`config.mk`:
```
export PLATFORM = sky130hd
export DESIGN_NAME = alu_decode_stage_flat
export DESIGN_NICKNAME = d
export VERILOG_FILES = /design/src/rtl/alu_decode_stage_if.sv /design/src/rtl/alu_decode_stage.sv /design/src/flat_wrapper.sv
export SDC_FILE = /design/constraint.sdc
export NUM_CORES = 1
export LEC_CHECK = 0
export BUFFER_PORTS_ARGS = -buffer_cell sky130_fd_sc_hd__buf_4
export CORE_ASPECT_RATIO = 1.5
export CORE_MARGIN = 2
export CORE_UTILIZATION = 45
export DETAILED_ROUTE_END_ITERATION = 16
export GPL_ROUTABILITY_DRIVEN = 0
export GPL_TIMING_DRIVEN = 0
export PLACE_DENSITY = 0.8
export SLEW_MARGIN = 15
export SYNTH_ARGS = -nofsm -noshare
export SYNTH_HDL_FRONTEND = slang
export SYNTH_SLANG_ARGS = --single-unit
```
`constraint.sdc`:
```
create_clock -name clk -period 3.3 [get_ports clk]
set_clock_uncertainty 0.15 [all_clocks]
set_input_delay 0.99 -clock clk [delete_from_list [all_inputs] [get_ports clk]]
set_output_delay 0.99 -clock clk [all_outputs]
set_load 0.01 [all_outputs]
```
`src/rtl/alu_decode_stage_if.sv`:
```
// Handshake/payload bundle between the register-file read, the decode stage and the ALU input register.
interface alu_decode_stage_if #(
  parameter int unsigned XLEN = 32
);
  logic            in_valid;
  logic            in_ready;
  logic [31:0]     inst;
  logic [XLEN-1:0] pc;
  logic [XLEN-1:0] rs1_data;
  logic [XLEN-1:0] rs2_data;
  logic            flush;
  logic            out_valid;
  logic            out_ready;
  logic [3:0]      aluop;
  logic [XLEN-1:0] opr_a;
  logic [XLEN-1:0] opr_b;
  logic [4:0]      rd_addr;
  logic            rd_wr;
  logic            illegal;
  logic [XLEN-1:0] out_pc;

  // Environment view: drives the instruction side and the consume strobe.
  modport master (
    output in_valid, inst, pc, rs1_data, rs2_data, flush, out_ready,
    input  in_ready, out_valid, aluop, opr_a, opr_b, rd_addr, rd_wr, illegal, out_pc
  );

  // Stage view.
  modport slave (
    input  in_valid, inst, pc, rs1_data, rs2_data, flush, out_ready,
    output in_ready, out_valid, aluop, opr_a, opr_b, rd_addr, rd_wr, illegal, out_pc
  );
endinterface

```
`src/rtl/alu_decode_stage.sv`:
```
// RV32I decode/issue stage: decodes OP, OP-IMM, LUI and AUIPC into ALU operation and operands,
// held in a single-entry valid/ready pipeline register.
module alu_decode_stage #(
  parameter int unsigned     XLEN     = 32,
  parameter logic [XLEN-1:0] RESET_PC = '0
) (
  input logic                clk,
  input logic                rst_n,
  alu_decode_stage_if.slave  bus
);

  typedef enum logic [3:0] {
    ALU_ADD    = 4'b0000,
    ALU_SUB    = 4'b0001,
    ALU_SLL    = 4'b0010,
    ALU_SLT    = 4'b0011,
    ALU_SLTU   = 4'b0100,
    ALU_XOR    = 4'b0101,
    ALU_SRL    = 4'b0110,
    ALU_SRA    = 4'b0111,
    ALU_OR     = 4'b1000,
    ALU_AND    = 4'b1001,
    ALU_PASS_B = 4'b1010
  } alu_op_e;

  typedef enum logic [6:0] {
    OPC_OP     = 7'b0110011,
    OPC_OP_IMM = 7'b0010011,
    OPC_LUI    = 7'b0110111,
    OPC_AUIPC  = 7'b0010111
  } opcode_e;

  typedef enum logic [6:0] {
    F7_BASE = 7'b0000000,
    F7_ALT  = 7'b0100000
  } funct7_e;

  logic [6:0]      opcode;
  logic [2:0]      funct3;
  logic [6:0]      funct7;
  logic [4:0]      rd_field;
  logic [XLEN-1:0] imm_i;
  logic [XLEN-1:0] imm_u;
  logic [XLEN-1:0] imm_sh;

  alu_op_e         dec_op;
  logic [XLEN-1:0] dec_a;
  logic [XLEN-1:0] dec_b;
  logic            dec_ill;
  logic            dec_wr;

  logic            valid_q;
  alu_op_e         op_q;
  logic [XLEN-1:0] a_q;
  logic [XLEN-1:0] b_q;
  logic [4:0]      rd_q;
  logic            wr_q;
  logic            ill_q;
  logic [XLEN-1:0] pc_q;

  logic            ready;
  logic            load;

  assign opcode   = bus.inst[6:0];
  assign funct3   = bus.inst[14:12];
  assign funct7   = bus.inst[31:25];
  assign rd_field = bus.inst[11:7];
  assign imm_i    = {{(XLEN-12){bus.inst[31]}}, bus.inst[31:20]};
  assign imm_u    = {{(XLEN-32){bus.inst[31]}}, bus.inst[31:12], 12'b0};
  assign imm_sh   = {{(XLEN-5){1'b0}}, bus.inst[24:20]};

  // Any opcode with inst[1:0] != 2'b11 misses every case item and falls into default.
  always_comb begin
    dec_op  = ALU_ADD;
    dec_a   = '0;
    dec_b   = '0;
    dec_ill = 1'b0;
    case (opcode)
      OPC_OP: begin
        dec_a = bus.rs1_data;
        dec_b = bus.rs2_data;
        case (funct3)
          3'b000: begin
            if (funct7 == F7_BASE)     dec_op = ALU_ADD;
            else if (funct7 == F7_ALT) dec_op = ALU_SUB;
            else                       dec_ill = 1'b1;
          end
          3'b101: begin
            if (funct7 == F7_BASE)     dec_op = ALU_SRL;
            else if (funct7 == F7_ALT) dec_op = ALU_SRA;
            else                       dec_ill = 1'b1;
          end
          default: begin
            if (funct7 != F7_BASE) dec_ill = 1'b1;
            case (funct3)
              3'b001:  dec_op = ALU_SLL;
              3'b010:  dec_op = ALU_SLT;
              3'b011:  dec_op = ALU_SLTU;
              3'b100:  dec_op = ALU_XOR;
              3'b110:  dec_op = ALU_OR;
              default: dec_op = ALU_AND;
            endcase
          end
        endcase
      end
      OPC_OP_IMM: begin
        dec_a = bus.rs1_data;
        dec_b = imm_i;
        case (funct3)
          3'b000: dec_op = ALU_ADD;
          3'b001: begin
            dec_op = ALU_SLL;
            dec_b  = imm_sh;
            if (funct7 != F7_BASE) dec_ill = 1'b1;
          end
          3'b010: dec_op = ALU_SLT;
          3'b011: dec_op = ALU_SLTU;
          3'b100: dec_op = ALU_XOR;
          3'b101: begin
            dec_b = imm_sh;
            if (funct7 == F7_BASE)     dec_op = ALU_SRL;
            else if (funct7 == F7_ALT) dec_op = ALU_SRA;
            else                       dec_ill = 1'b1;
          end
          3'b110:  dec_op = ALU_OR;
          default: dec_op = ALU_AND;
        endcase
      end
      OPC_LUI: begin
        dec_op = ALU_PASS_B;
        dec_b  = imm_u;
      end
      OPC_AUIPC: begin
        dec_op = ALU_ADD;
        dec_a  = bus.pc;
        dec_b  = imm_u;
      end
      default: dec_ill = 1'b1;
    endcase

    // Illegal entries carry a neutral payload so nothing downstream acts on stale operands.
    if (dec_ill) begin
      dec_op = ALU_ADD;
      dec_a  = '0;
      dec_b  = '0;
    end
  end

  assign dec_wr = !dec_ill && (rd_field != 5'd0);

  assign ready = !valid_q || bus.out_ready;
  assign load  = bus.in_valid && ready && !bus.flush;

  always_ff @(posedge clk) begin
    if (!rst_n) begin
      valid_q <= 1'b0;
      op_q    <= ALU_ADD;
      a_q     <= '0;
      b_q     <= '0;
      rd_q    <= '0;
      wr_q    <= 1'b0;
      ill_q   <= 1'b0;
      pc_q    <= RESET_PC;
    end else begin
      if (bus.flush)         valid_q <= 1'b0;
      else if (load)         valid_q <= 1'b1;
      else if (bus.out_ready) valid_q <= 1'b0;

      if (load) begin
        op_q  <= dec_op;
        a_q   <= dec_a;
        b_q   <= dec_b;
        rd_q  <= rd_field;
        wr_q  <= dec_wr;
        ill_q <= dec_ill;
        pc_q  <= bus.pc;
      end
    end
  end

  assign bus.in_ready  = ready;
  assign bus.out_valid = valid_q;
  assign bus.aluop     = op_q;
  assign bus.opr_a     = a_q;
  assign bus.opr_b     = b_q;
  assign bus.rd_addr   = rd_q;
  assign bus.rd_wr     = wr_q;
  assign bus.illegal   = ill_q;
  assign bus.out_pc    = pc_q;

endmodule
```
`src/flat_wrapper.sv`:
```
// flat-port wrapper written by rule: the top's interface ports become plain ports
module alu_decode_stage_flat 
#(
  parameter int unsigned     XLEN     = 32,
  parameter logic [XLEN-1:0] RESET_PC = '0
)
  (clk, rst_n, bus_in_valid, bus_inst, bus_pc, bus_rs1_data, bus_rs2_data, bus_flush, bus_out_ready, bus_in_ready, bus_out_valid, bus_aluop, bus_opr_a, bus_opr_b, bus_rd_addr, bus_rd_wr, bus_illegal, bus_out_pc);
  alu_decode_stage_if #(.XLEN(XLEN)) bus_i ();
  input logic clk;
  input logic rst_n;
  input wire logic [$bits(bus_i.in_valid)-1:0] bus_in_valid;
  input wire logic [$bits(bus_i.inst)-1:0] bus_inst;
  input wire logic [$bits(bus_i.pc)-1:0] bus_pc;
  input wire logic [$bits(bus_i.rs1_data)-1:0] bus_rs1_data;
  input wire logic [$bits(bus_i.rs2_data)-1:0] bus_rs2_data;
  input wire logic [$bits(bus_i.flush)-1:0] bus_flush;
  input wire logic [$bits(bus_i.out_ready)-1:0] bus_out_ready;
  output wire logic [$bits(bus_i.in_ready)-1:0] bus_in_ready;
  output wire logic [$bits(bus_i.out_valid)-1:0] bus_out_valid;
  output wire logic [$bits(bus_i.aluop)-1:0] bus_aluop;
  output wire logic [$bits(bus_i.opr_a)-1:0] bus_opr_a;
  output wire logic [$bits(bus_i.opr_b)-1:0] bus_opr_b;
  output wire logic [$bits(bus_i.rd_addr)-1:0] bus_rd_addr;
  output wire logic [$bits(bus_i.rd_wr)-1:0] bus_rd_wr;
  output wire logic [$bits(bus_i.illegal)-1:0] bus_illegal;
  output wire logic [$bits(bus_i.out_pc)-1:0] bus_out_pc;
  assign bus_i.in_valid = bus_in_valid;
  assign bus_i.inst = bus_inst;
  assign bus_i.pc = bus_pc;
  assign bus_i.rs1_data = bus_rs1_data;
  assign bus_i.rs2_data = bus_rs2_data;
  assign bus_i.flush = bus_flush;
  assign bus_i.out_ready = bus_out_ready;
  assign bus_in_ready = bus_i.in_ready;
  assign bus_out_valid = bus_i.out_valid;
  assign bus_aluop = bus_i.aluop;
  assign bus_opr_a = bus_i.opr_a;
  assign bus_opr_b = bus_i.opr_b;
  assign bus_rd_addr = bus_i.rd_addr;
  assign bus_rd_wr = bus_i.rd_wr;
  assign bus_illegal = bus_i.illegal;
  assign bus_out_pc = bus_i.out_pc;
  alu_decode_stage #(.XLEN(XLEN), .RESET_PC(RESET_PC)) u_core (.clk(clk), .rst_n(rst_n), .bus(bus_i));
endmodule
```
After elaboration in Yosys (flattened, before gate mapping) --
Cells that the tools add are included.
Word-level totals: register bits 108, input port bits 133, output and inout port bits 109, logic and storage cells 59
Operators by class: equality and inequality tests 11, muxes and demuxes 22, bitwise gates (word level) 1, reduce and logical (&&, ||, !) cells 17
Operators by type and width (number):
- $mux W32 | 3
- $pmux W32 S3 | 1
- $pmux W32 S2 | 1
- $pmux W4 S7 | 1
- $eq A7 B6 Y1 const B | 3
- $pmux W4 S5 | 1
- $eq A7 B5 Y1 const B | 2
- $mux W4 | 3
- $pmux W4 S3 | 1
- $reduce_or A2 Y1 | 5
- $eq A3 B3 Y1 const B | 3
- $pmux W4 S2 | 1
- $logic_not A7 Y1 | 1
- $mux W1 | 7
- $reduce_bool A7 Y1 | 1
- $eq A3 B2 Y1 const B | 2
- $reduce_bool A5 Y1 | 1
- $eq A3 B1 Y1 const B | 1
- $logic_and A1 B1 Y1 | 3
- $logic_not A1 Y1 | 3
- $logic_not A3 Y1 | 1
- $mux W3 | 1
- $pmux W1 S3 | 1
- $pmux W1 S2 | 1
- 3 further kinds | 3

Longest topological paths before layout --
Gate-level depths: netlist of run 1.
depth after elaboration 7, gate-level depth with buffers 8, mapped depth without buffers 5

Worst setup path after synthesis of run 1 --
Ideal clock, no wire load.
path type input port to flip-flop, start point input port bus_inst[12], end point register u_core.b_q[6], in the netlist u_core.bus.opr_b[6], setup time 83 ps, arrival 2523 ps, data required time 3067 ps, path slack 544 ps, stages 7, path buffers 3, cell sequence buf_6 -> nor2b_4 -> o311a_4 -> or4_4 -> buf_6 -> buf_6 -> o31ai_4
Between the ends: longest elaborated chain between the ends 5, elaborated cells on any way between the ends 11, those cells by class 2 x eq/ne; 6 x mux; 3 x reduce/logical
RTL lines:
- start: declaration | line flat_wrapper.sv:12 | input wire logic [$bits(bus_i.inst)-1:0] bus_inst;
- $eq A3 B1 Y1, or another cell as far along | line alu_decode_stage.sv:109 | case (funct3)
- $reduce_or A2 Y1 (no line)
- $mux W32 or $mux W1 (tied branches)
- $pmux W32 S3 or $pmux W1 S3 (tied branches) | line alu_decode_stage.sv:78 | case (opcode)
- $mux W32 (*) | line alu_decode_stage.sv:142 | if (dec_ill) begin
- end signal: assignment | line alu_decode_stage.sv:159 | b_q <= '0;
- end signal: assignment | line alu_decode_stage.sv:172 | b_q <= dec_b;
- end: declaration | line alu_decode_stage.sv:55 | logic [XLEN-1:0] b_q;
Every way passes the cells marked *; elsewhere a longest branch is shown, timed or not. A chain may end at the register's enable or synchronous reset.

Worst setup path in the final report of run 1 --
start point input port bus_inst[5], end point register u_core.b_q[9], in the netlist u_core.bus.opr_b[9]
Between the ends: longest elaborated chain between the ends 4, elaborated cells on any way between the ends 8, those cells by class 4 x eq/ne; 3 x mux; 1 x reduce/logical
RTL lines (line):
- $eq A7 B6 Y1 or $eq A7 B5 Y1 (tied branches) | alu_decode_stage.sv:78
- $reduce_or A2 Y1 (no line)
- $pmux W32 S3 or $pmux W1 S3 (tied branches) | alu_decode_stage.sv:78
- $mux W32 (*) | alu_decode_stage.sv:142
Marks and branches as above.

==> results of run 1 <==
==> how the worst max path moves through the flow <==
stage / start / end / slack (ns) / depth (start not counted)
6_report: bus_inst[5] / u_core.bus.opr_b[9] / 0.64 / 8
5_1_grt: bus_out_ready / u_core.bus.opr_a[17] / 0.49 / 8
3_5_place_dp: bus_inst[5] / u_core.bus.opr_b[9] / 0.27 / 8
4_1_cts: bus_inst[5] / u_core.bus.opr_b[9] / 0.62 / 8
3_3_place_gp: bus_inst[5] / u_core.bus.opr_b[7] / 0.34 / 8
2_1_floorplan: bus_inst[12] / u_core.bus.opr_b[6] / 0.54 / 7
==> final cells by class <==
cell class                 instances  area (µm²)
fill                             856        3260
multi-input combinational        404        2260
sequential                       108        2160
timing repair buffer             237        1780
buffer                            52         264
clock buffer                      11         233
tap                              117         146
clock inverter                     4        27.5
inverter                           1        3.75
==> Yosys cell counts (2+ instances only) <==
cell type and number:
a21boi_0 37, a21oi_1 45, a221oi_1 19, a32o_1 5, and3_1 3, buf_1 2, buf_6 9, clkbuf_1 40
dfxtp_1 108, mux2i_1 5, nand2_1 145, nand2b_1 2, nand3_1 2, nand4b_1 2, nor2_1 16, nor2b_1 4
nor3b_1 38, o21ai_0 54, o21ai_1 4, o31ai_1 3, o31ai_2 4
==> cell families (layout without fill, tap and decap cells) <==
logic type	Yosys count	in the layout	synth area share (%)
AND/OR/NAND/NOR	220	220	22.1
flip-flops	108	108	46.1
AO/OA/AOI/OAI	178	178	24.9
XOR/XNOR	1	1	0.187
buffers and inverters	53	305	5.71
multiplexers	5	5	1.07
==> layout by cell type (no fill, tap or decap), drive strengths merged, types with 16 or more instances in the layout <==
cell type,synthesis,final
a21boi,37,37
buf,12,249
a21oi,45,45
a221oi,19,19
o21ai,58,58
dfxtp,108,108
nor2,16,16
nor3b,38,38
nand2,145,145
clkbuf,40,51
==> flip-flops by register name, summed over array words and instances, names as in the netlist <==
signal                cells
u_core.bus.opr_b         32
u_core.bus.out_pc        32
u_core.bus.rd_addr        5
u_core.bus.aluop          4
u_core.bus.opr_a         32
u_core.bus.illegal        1
u_core.bus.out_valid      1
u_core.bus.rd_wr          1
==> critical path, stage by stage <==
cell,delay (ns)
clkbuf_1,0.35
nor2_1,0.12
nand4b_1,0.12
a21oi_1,0.12
or4_4,0.53
buf_6,0.17
buf_6,0.15
o31ai_2,0.21
==> metal layers <==
layer  share of wire, %  vias to the layer above  wire length (µm)  track usage (%)
met3                6.2                       38               972             5.48
li1                   -                     2470                 -                -
met4                3.8                        0               597             12.5
met1                 37                     2345              5870             29.6
met5                  0                        -                 0                0
met2                 53                      181              8260             50.2
==> through the flow <==
stage	setup slack, ns	util, %
floorplan	0.544	-
global placement	0.335	65.3
detailed placement	0.274	65.3
CTS	0.620	67.9
global route	0.489	67.9
finish	0.635	67.9
==> power by group through the flow <==
stage / Sequential, mW / Combinational (mW) / Clock, mW
global placement: 1.37 / 0.397 / 0
detailed placement: 1.37 / 0.405 / 0
global route: 1.34 / 0.445 / 1.03
finish: 1.34 / 0.406 / 0.974
floorplan: 1.38 / 0.171 / 0
CTS: 1.34 / 0.407 / 0.988
==> results by group, run 1 <==
Logic synthesis
  – Dominant synthesized flop cell: dfxtp_1
  – Mapped Area: 4690 µm²
  – FF+latch count, synth: 108
  – Post-Syn Instances: 565
  – Post-Syn Nets: 698
  – YS warnings: 0
  – Ranking of synthesized cells by area: dfxtp_1 (46%), nand2_1 (12%), nor3b_1 (6.1%)
  – Post-synth EDFFs: 0
  – FFs w/ async S/R, synth: 0%
  – Cell taking the most area after synthesis: dfxtp_1
  – Register area share after synthesis: 46.1%
  – Yosys top cell area share: 46.1%
  – Post-synth cell types: 39
  – Syn Area/Cell: 8.31 µm²

STA
  – Final Max Tran Viols: 0
  – Endpoints failing setup: 0
  – Worst hold slack: 0.303 ns
  – Fmax achieved: 375 MHz
  – RSZ-0062 raised after global routing: no
  – TNS Setup: 0 ns
  – Min cycle time layout: 2.66 ns
  – Max_slew headroom: 39.7%
  – Final Hold Viols: 0
  – Actual slew at the worst max-slew pin: 0.897 ns
  – Final Cycle Share: 80.7%

Pwr
  – Internal power: 2.04 mW
  – Max VDD drop: 0.269 mV
  – Tot Pwr: 2.72 mW
  – Net Sw Power: 0.683 mW
  – Combinational Power Share: 14.9%
  – Clock share of power: 35.8%
  – Pwr Density: 395 nW/µm²
  – Leakage: 2.91 nW
  – Sequential power share: 49.2%
  – Switch share: 25.1%

Floorplanning
  – Ports: 242
  – Die area: 11,300 µm²
  – Rows: 45
  – Starting Density: 46.3%
  – Chip width: 87.4 µm
  – Chip height: 129 µm
  – CORE AREA: 10,100 µm²

Routing
  – TritonRoute pass-1 iters: 5
  – Routed Antenna Nets: 0
  – Vias: 5,034
  – Avg WL per Cell: 16.8 µm
  – DRT iter0 DRCs: 185
  – Vias per inst: 5.39
  – Total Wirelength: 15.7 mm
  – DRC viols: 0

Hold path
  – Path type of the worst min-delay path: flop to flop
  – Sink of the worst hold path: u_core.bus.opr_a[0]
  – Hold path depth: 2
  – HP Start: u_core.bus.opr_a[0]

GRT
  – First-pass GRT wire length: 24.3 mm
  – Vias in the first global route: 5,046
  – Largest net degree at the start of global routing: 17
  – Global route total overflow: 0
  – All-layer global routing usage: 27.4%
  – Initial antenna violation count: 0

CTS
  – CTS Buf Count: 9
  – CTS root buf: clkbuf_16
  – Post-CTS Setup Bufs: 0
  – Clock sink total: 108
  – Cts repair resizes: 0
  – # hold bufs at CTS: 0
  – Max clock buf depth: 2
  – H-Tree Depth: 3
  – Skew-Pair Late Insertion Delay: 0.34 ns
  – CTS tree: yes
  – Reg clk slew, reported paths: 0.07 ns

Cells and area
  – Post-Layout Cell Count: 934
  – Diode count: 0
  – P&R area growth vs syn: 46.6%
  – Layout cell share with drive strength beyond 1: 32.8%
  – Finished Cell Area: 6880 µm²
  – # nets final: 946

Worst setup path
  – Critical path arrival: 2.77 ns
  – Critical Path RT: 3.41 ns
  – FF-to-FF End: u_core.bus.opr_b[17]
  – Endpoint class of the critical path: flop
  – Crit start category: input pin
  – Critical R2R Launch: u_core.bus.out_valid
  – R2R depth: 7
  – Reg-to-reg slack, setup: 1.10 ns
  – Crit-path max FO: 10
  – Kind of critical path: input pin to flop

Placement
  – PortBufs: 237
  – Post-DP HPWL: 12.4 mm
  – Placed Cells: 919
  – Area after DPL: 6620 µm²

Run
  – Max Cap Violations: 0

Run status
  – Status: finished clean
Power figures use the tool's default switching activity.
==> run 2, diff against run 1 <==
CORE_UTILIZATION = 41   (was 45)
PLACE_DENSITY = 0.76   (was 0.8)
clock period = 2.2 ns   (was 3.3 ns; I/O delays follow)
==> run 2 against run 1 <==
Net effect: the run now ends with negative setup slack left; wire length is 4.1% higher; combinational power increased by 57%; register-to-register slack lost 0.89 ns; sequential cell count unchanged; die area increased by 9.4%; sequential power rose by 50%; clock power rose by 51%; via count grew 0.85%; total power up 51%; sequential share of layout area fell by 0.96 points; critical path depth down 1; critical path type unchanged; critical endpoint is now u_core.bus.opr_b[7].
==> results by group, run 2 (synthesis gave the netlist of run 1 again) <==
Cells and area
  – P&R area growth vs syn: 51.2%
  – # fillers: 993
  – Layout cell share with drive strength beyond 1: 35.4%
  – Most common cell after layout, fill and taps aside: buf_4
  – Most frequent cells in the layout: buf_4 (244), nand2_1 (145), dfxtp_1 (108)
  – Diode count: 0
  – # nets final: 954
  – Finished Cell Area: 7100 µm²
  – Post-Layout Cell Count: 972

GRT
  – Largest net degree at the start of global routing: 17
  – First-pass GRT wire length: 25.0 mm
  – Vias in the first global route: 5,055
  – Global route total overflow: 0
  – Initial antenna violation count: 0
  – All-layer global routing usage: 25.2%

Placement
  – PortBufs: 237
  – Area after DPL: 6660 µm²
  – Post-DP HPWL: 12.6 mm
  – Placed Cells: 949

Routing
  – TritonRoute pass-1 iters: 4
  – DRT iter0 DRCs: 169
  – Vias per inst: 5.22
  – DR top layer: met4
  – Met3 WL: 894 µm
  – Vias: 5,077
  – Total Wirelength: 16.3 mm
  – Routed Antenna Nets: 0
  – Met2 WL: 8.85 mm
  – DRT met1 WL: 6.14 mm
  – DRC viols: 0
  – Avg WL per Cell: 16.8 µm

CTS
  – CTS tree: yes
  – Clock sink total: 108
  – H-Tree Depth: 3
  – Max clock buf depth: 2
  – CTS root buf: clkbuf_16
  – Skew-Pair Late Insertion Delay: 0.34 ns
  – CTS Buf Count: 9
  – Reg clk slew, reported paths: 0.07 ns

Hold path
  – Sink of the worst hold path: u_core.bus.opr_a[0]
  – HP Start: u_core.bus.opr_a[0]
  – Path type of the worst min-delay path: flop to flop
  – Hold path depth: 2

Worst setup path
  – Most common cell on crit path: buf_12
  – Reg-to-reg slack, setup: 0.21 ns
  – Crit-path max FO: 6
  – Max incr delay on CP: 0.58 ns
  – FF-to-FF End: u_core.bus.opr_b[7]
  – R2R depth: 6
  – Crit start category: input pin
  – Critical path arrival: 2.36 ns
  – Slowest CP cell: or4_4
  – Kind of critical path: input pin to flop
  – Worst-path cell chain: buf_12 -> nor2b_4 -> o311a_4 -> or4_4 -> buf_12 -> buf_12 -> o31ai_2
  – Critical R2R Launch: u_core.bus.out_valid
  – Endpoint class of the critical path: flop
  – Critical Path RT: 2.30 ns

Floorplanning
  – Ports: 242
  – Rows: 47
  – CORE AREA: 11,100 µm²
  – Die area: 12,300 µm²
  – Chip width: 91.4 µm
  – Chip height: 135 µm
  – Starting Density: 42.2%

STA
  – Final Max Tran Viols: 0
  – Setup ws final: -0.0574 ns
  – Max_slew headroom: 41.9%
  – Min cycle time layout: 2.26 ns
  – Actual slew at the worst max-slew pin: 0.863 ns
  – Fmax achieved: 443 MHz
  – Final Cycle Share: 103%
  – TNS Setup: -0.115 ns
  – Final Hold Viols: 0
  – Endpoints failing setup: 3
  – RSZ-0062 raised after global routing: yes

Pwr
  – Max VDD drop: 0.397 mV
  – Pwr Density: 580 nW/µm²
  – Leakage: 3.00 nW

Run status
  – Failing checks: negative setup slack
  – Status: finished, violations left

Run
  – Max Cap Violations: 0
[run 2: worst max-delay path: cells and delay by family]
family                 cells  cell delay (ns)
buffers and inverters      3             0.43
and+or+nand+nor            2             0.71
AOI/OAI and AO/OA          2             0.57
[run 2: per-layer routing]
| layer | global-route usage [%] | vias up |
|---|---|---|
| li1 | - | 2492 |
| met4 | 11.2 | 0 |
| met2 | 47.3 | 197 |
| met3 | 4.46 | 32 |
| met5 | 0 | - |
| met1 | 27.4 | 2356 |
[run 2: cell type report]
| type | count | area (µm²) | share of cell area, % |
|---|---|---|---|
| well taps | 147 | 184 | 2.59 |
| flip-flops and latches | 108 | 2160 | 30.5 |
| multi-input cells | 404 | 2300 | 32.4 |
| plain buffers | 51 | 303 | 4.27 |
| inverters | 1 | 3.75 | 0.0529 |
| clock inverters | 4 | 27.5 | 0.388 |
| repair buffers | 246 | 1880 | 26.5 |
| clock buffers | 11 | 233 | 3.28 |
[run 2: what timing repair did]
action,CTS,global route
buffers inserted,0,7
hold buffers,0,0
gates resized for setup,8,20
pin swaps,0,5
gates cloned,0,2
endpoints found under the setup margin,69,52
hold endpoints to repair,0,0
[run 2: worst max-delay path by stage]
stage / from / endpoint / cells past startpoint
6_report: bus_inst[14] / u_core.bus.opr_b[7] / 7
3_5_place_dp: bus_inst[5] / u_core.bus.opr_b[10] / 8
2_1_floorplan: bus_inst[12] / u_core.bus.opr_b[6] / 7
5_1_grt: bus_inst[14] / u_core.bus.opr_b[8] / 7
4_1_cts: bus_inst[14] / u_core.bus.opr_b[10] / 7
3_3_place_gp: bus_inst[5] / u_core.bus.opr_b[6] / 8
[run 2: power by group]
group          internal [mW]  leakage (nW)  total, mW  switching [mW]
logic                  0.321          2.01      0.638           0.317
registers               1.99         0.874       2.01          0.0192
clock network          0.761         0.118       1.47           0.707
[run 2: through the flow]
step	setup slack, ns	total power [mW]	hold WS [ns]	utilization, %
4_1_cts	-0.00108	4.12	0.299	62.4
5_1_grt	-0.0664	4.28	0.318	63.9
3_3_place_gp	-0.448	2.65	0.286	60.0
3_5_place_dp	-0.573	2.67	0.290	60.0
2_1_floorplan	-0.221	2.33	0.320	-
6_report	-0.0574	4.12	0.297	63.9
==> run 3, diff against run 2 <==
CORE_UTILIZATION = 45   (was 41)
GPL_TIMING_DRIVEN = default   (was 0)
PLACE_DENSITY = 0.8   (was 0.76)
clock period = 2.9 ns   (was 2.2 ns; I/O delays follow)
==> run 3 against run 2 <==
Net effect: the run now ends clean; die area fell by 8.6%; wire length is 8.4% lower; critical path depth stayed put; worst setup slack better by 0.50 ns; clock power decreased by 18%; count of clock-buffer cells in the layout unchanged; hold slack gained 0.010 ns; critical path type unchanged.
==> results by group, run 3 (synthesis gave the netlist of run 1 again) <==
Floorplanning
  – CORE AREA: 10,100 µm²
  – Starting Density: 46.3%
  – Chip height: 129 µm
  – Rows: 45
  – Ports: 242
  – Chip width: 87.4 µm
  – Die area: 11,300 µm²

GRT
  – First-pass GRT wire length: 23.2 mm
  – Vias in the first global route: 4,919
  – Largest net degree at the start of global routing: 68
  – Initial antenna violation count: 0
  – All-layer global routing usage: 26.2%
  – Global route total overflow: 0

CTS
  – Clock sink total: 108
  – Cts repair resizes: 0
  – Skew-Pair Late Insertion Delay: 0.33 ns
  – H-Tree Depth: 3
  – Post-CTS Setup Bufs: 0
  – # hold bufs at CTS: 0
  – CTS Buf Count: 9
  – CTS tree: yes
  – Max clock buf depth: 2
  – Reg clk slew, reported paths: 0.06 ns
  – CTS root buf: clkbuf_16

Routing
  – DRC viols: 0
  – Total Wirelength: 15.0 mm
  – TritonRoute pass-1 iters: 5
  – Vias per inst: 5.49
  – Routed Antenna Nets: 0
  – Vias: 4,945
  – DRT iter0 DRCs: 184
  – Avg WL per Cell: 16.6 µm

Placement
  – PortBufs: 241
  – Placed Cells: 886
  – Area after DPL: 6550 µm²
  – Post-DP HPWL: 11.2 mm
  – Dpl ws: 0.0978 ns

Run
  – Max Cap Violations: 0

Cells and area
  – Post-Layout Cell Count: 901
  – Most common cell after layout, fill and taps aside: buf_4
  – # fillers: 866
  – Layout cell share with drive strength beyond 1: 36.0%
  – Diode count: 0
  – P&R area growth vs syn: 45.7%
  – # nets final: 913
  – Finished Cell Area: 6840 µm²
  – Most frequent cells in the layout: buf_4 (253), nand2_1 (145), dfxtp_1 (108)

STA
  – Actual slew at the worst max-slew pin: 0.674 ns
  – Min cycle time layout: 2.46 ns
  – Final Max Tran Viols: 0
  – Final Cycle Share: 84.8%
  – RSZ-0062 raised after global routing: no
  – Max_slew headroom: 55.1%
  – Fmax achieved: 407 MHz
  – Final Hold Viols: 0
  – Setup ws final: 0.441 ns
  – TNS Setup: 0 ns
  – Endpoints failing setup: 0
  – Worst hold slack: 0.307 ns

Hold path
  – Path type of the worst min-delay path: flop to flop

Pwr
  – Leakage: 2.93 nW
  – Pwr Density: 467 nW/µm²
  – Max VDD drop: 0.348 mV

Worst setup path
  – Kind of critical path: input pin to flop
  – Critical path arrival: 2.56 ns
  – Critical Path RT: 3.00 ns
  – Endpoint class of the critical path: flop
  – Crit start category: input pin
  – Crit-path max FO: 28

Run status
  – Status: finished clean
[run 3: metal layers]
metal  GRT usage [%]  wire (µm)
met1            27.7       5400
met2            47.8       7970
met3            5.92       1030
met4            12.9        565
met5               0          0
[run 3: cell type report]
cell class                 count  area, µm²  area share (%)
clock buffer                  11        243            3.55
clock inverter                 4       50.0           0.732
inverter                       1       3.75          0.0549
multi-input combinational    404       2270            33.3
sequential                   108       2160            31.6
tap                          117        146            2.14
timing repair buffer         256       1960            28.6
[run 3: worst max-delay path: stages]
cell and delay (ns):
buf_4 0.14, nor2b_1 0.14, o21ai_0 0.24, a21oi_1 0.14, or4_4 0.56, buf_4 0.24, o31ai_2 0.23
[run 3: final timing paths]
path / slack (ns) / depth (start not counted) / end / startpoint
worst max register to register: 0.96 / 5 / u_core.bus.opr_b[8] / u_core.bus.out_valid
worst min register to register: 0.31 / 2 / u_core.bus.opr_b[5] / u_core.bus.opr_b[5]
worst max-delay path: 0.44 / 7 / u_core.bus.opr_b[8] / bus_inst[12]
worst min-delay path: 0.31 / 2 / u_core.bus.opr_b[5] / u_core.bus.opr_b[5]
[run 3: through the flow]
step	util (%)	total power, mW
2_1_floorplan	-	1.76
3_3_place_gp	64.6	2.01
3_5_place_dp	64.6	2.02
4_1_cts	67.5	3.21
5_1_grt	67.5	3.32
6_report	67.5	3.19
[run 3: where the power goes]
group | leakage, nW | internal (mW) | switching [mW]
combinational | 1.91 | 0.237 | 0.225
sequential | 0.874 | 1.51 | 0.0141
clock | 0.138 | 0.687 | 0.518
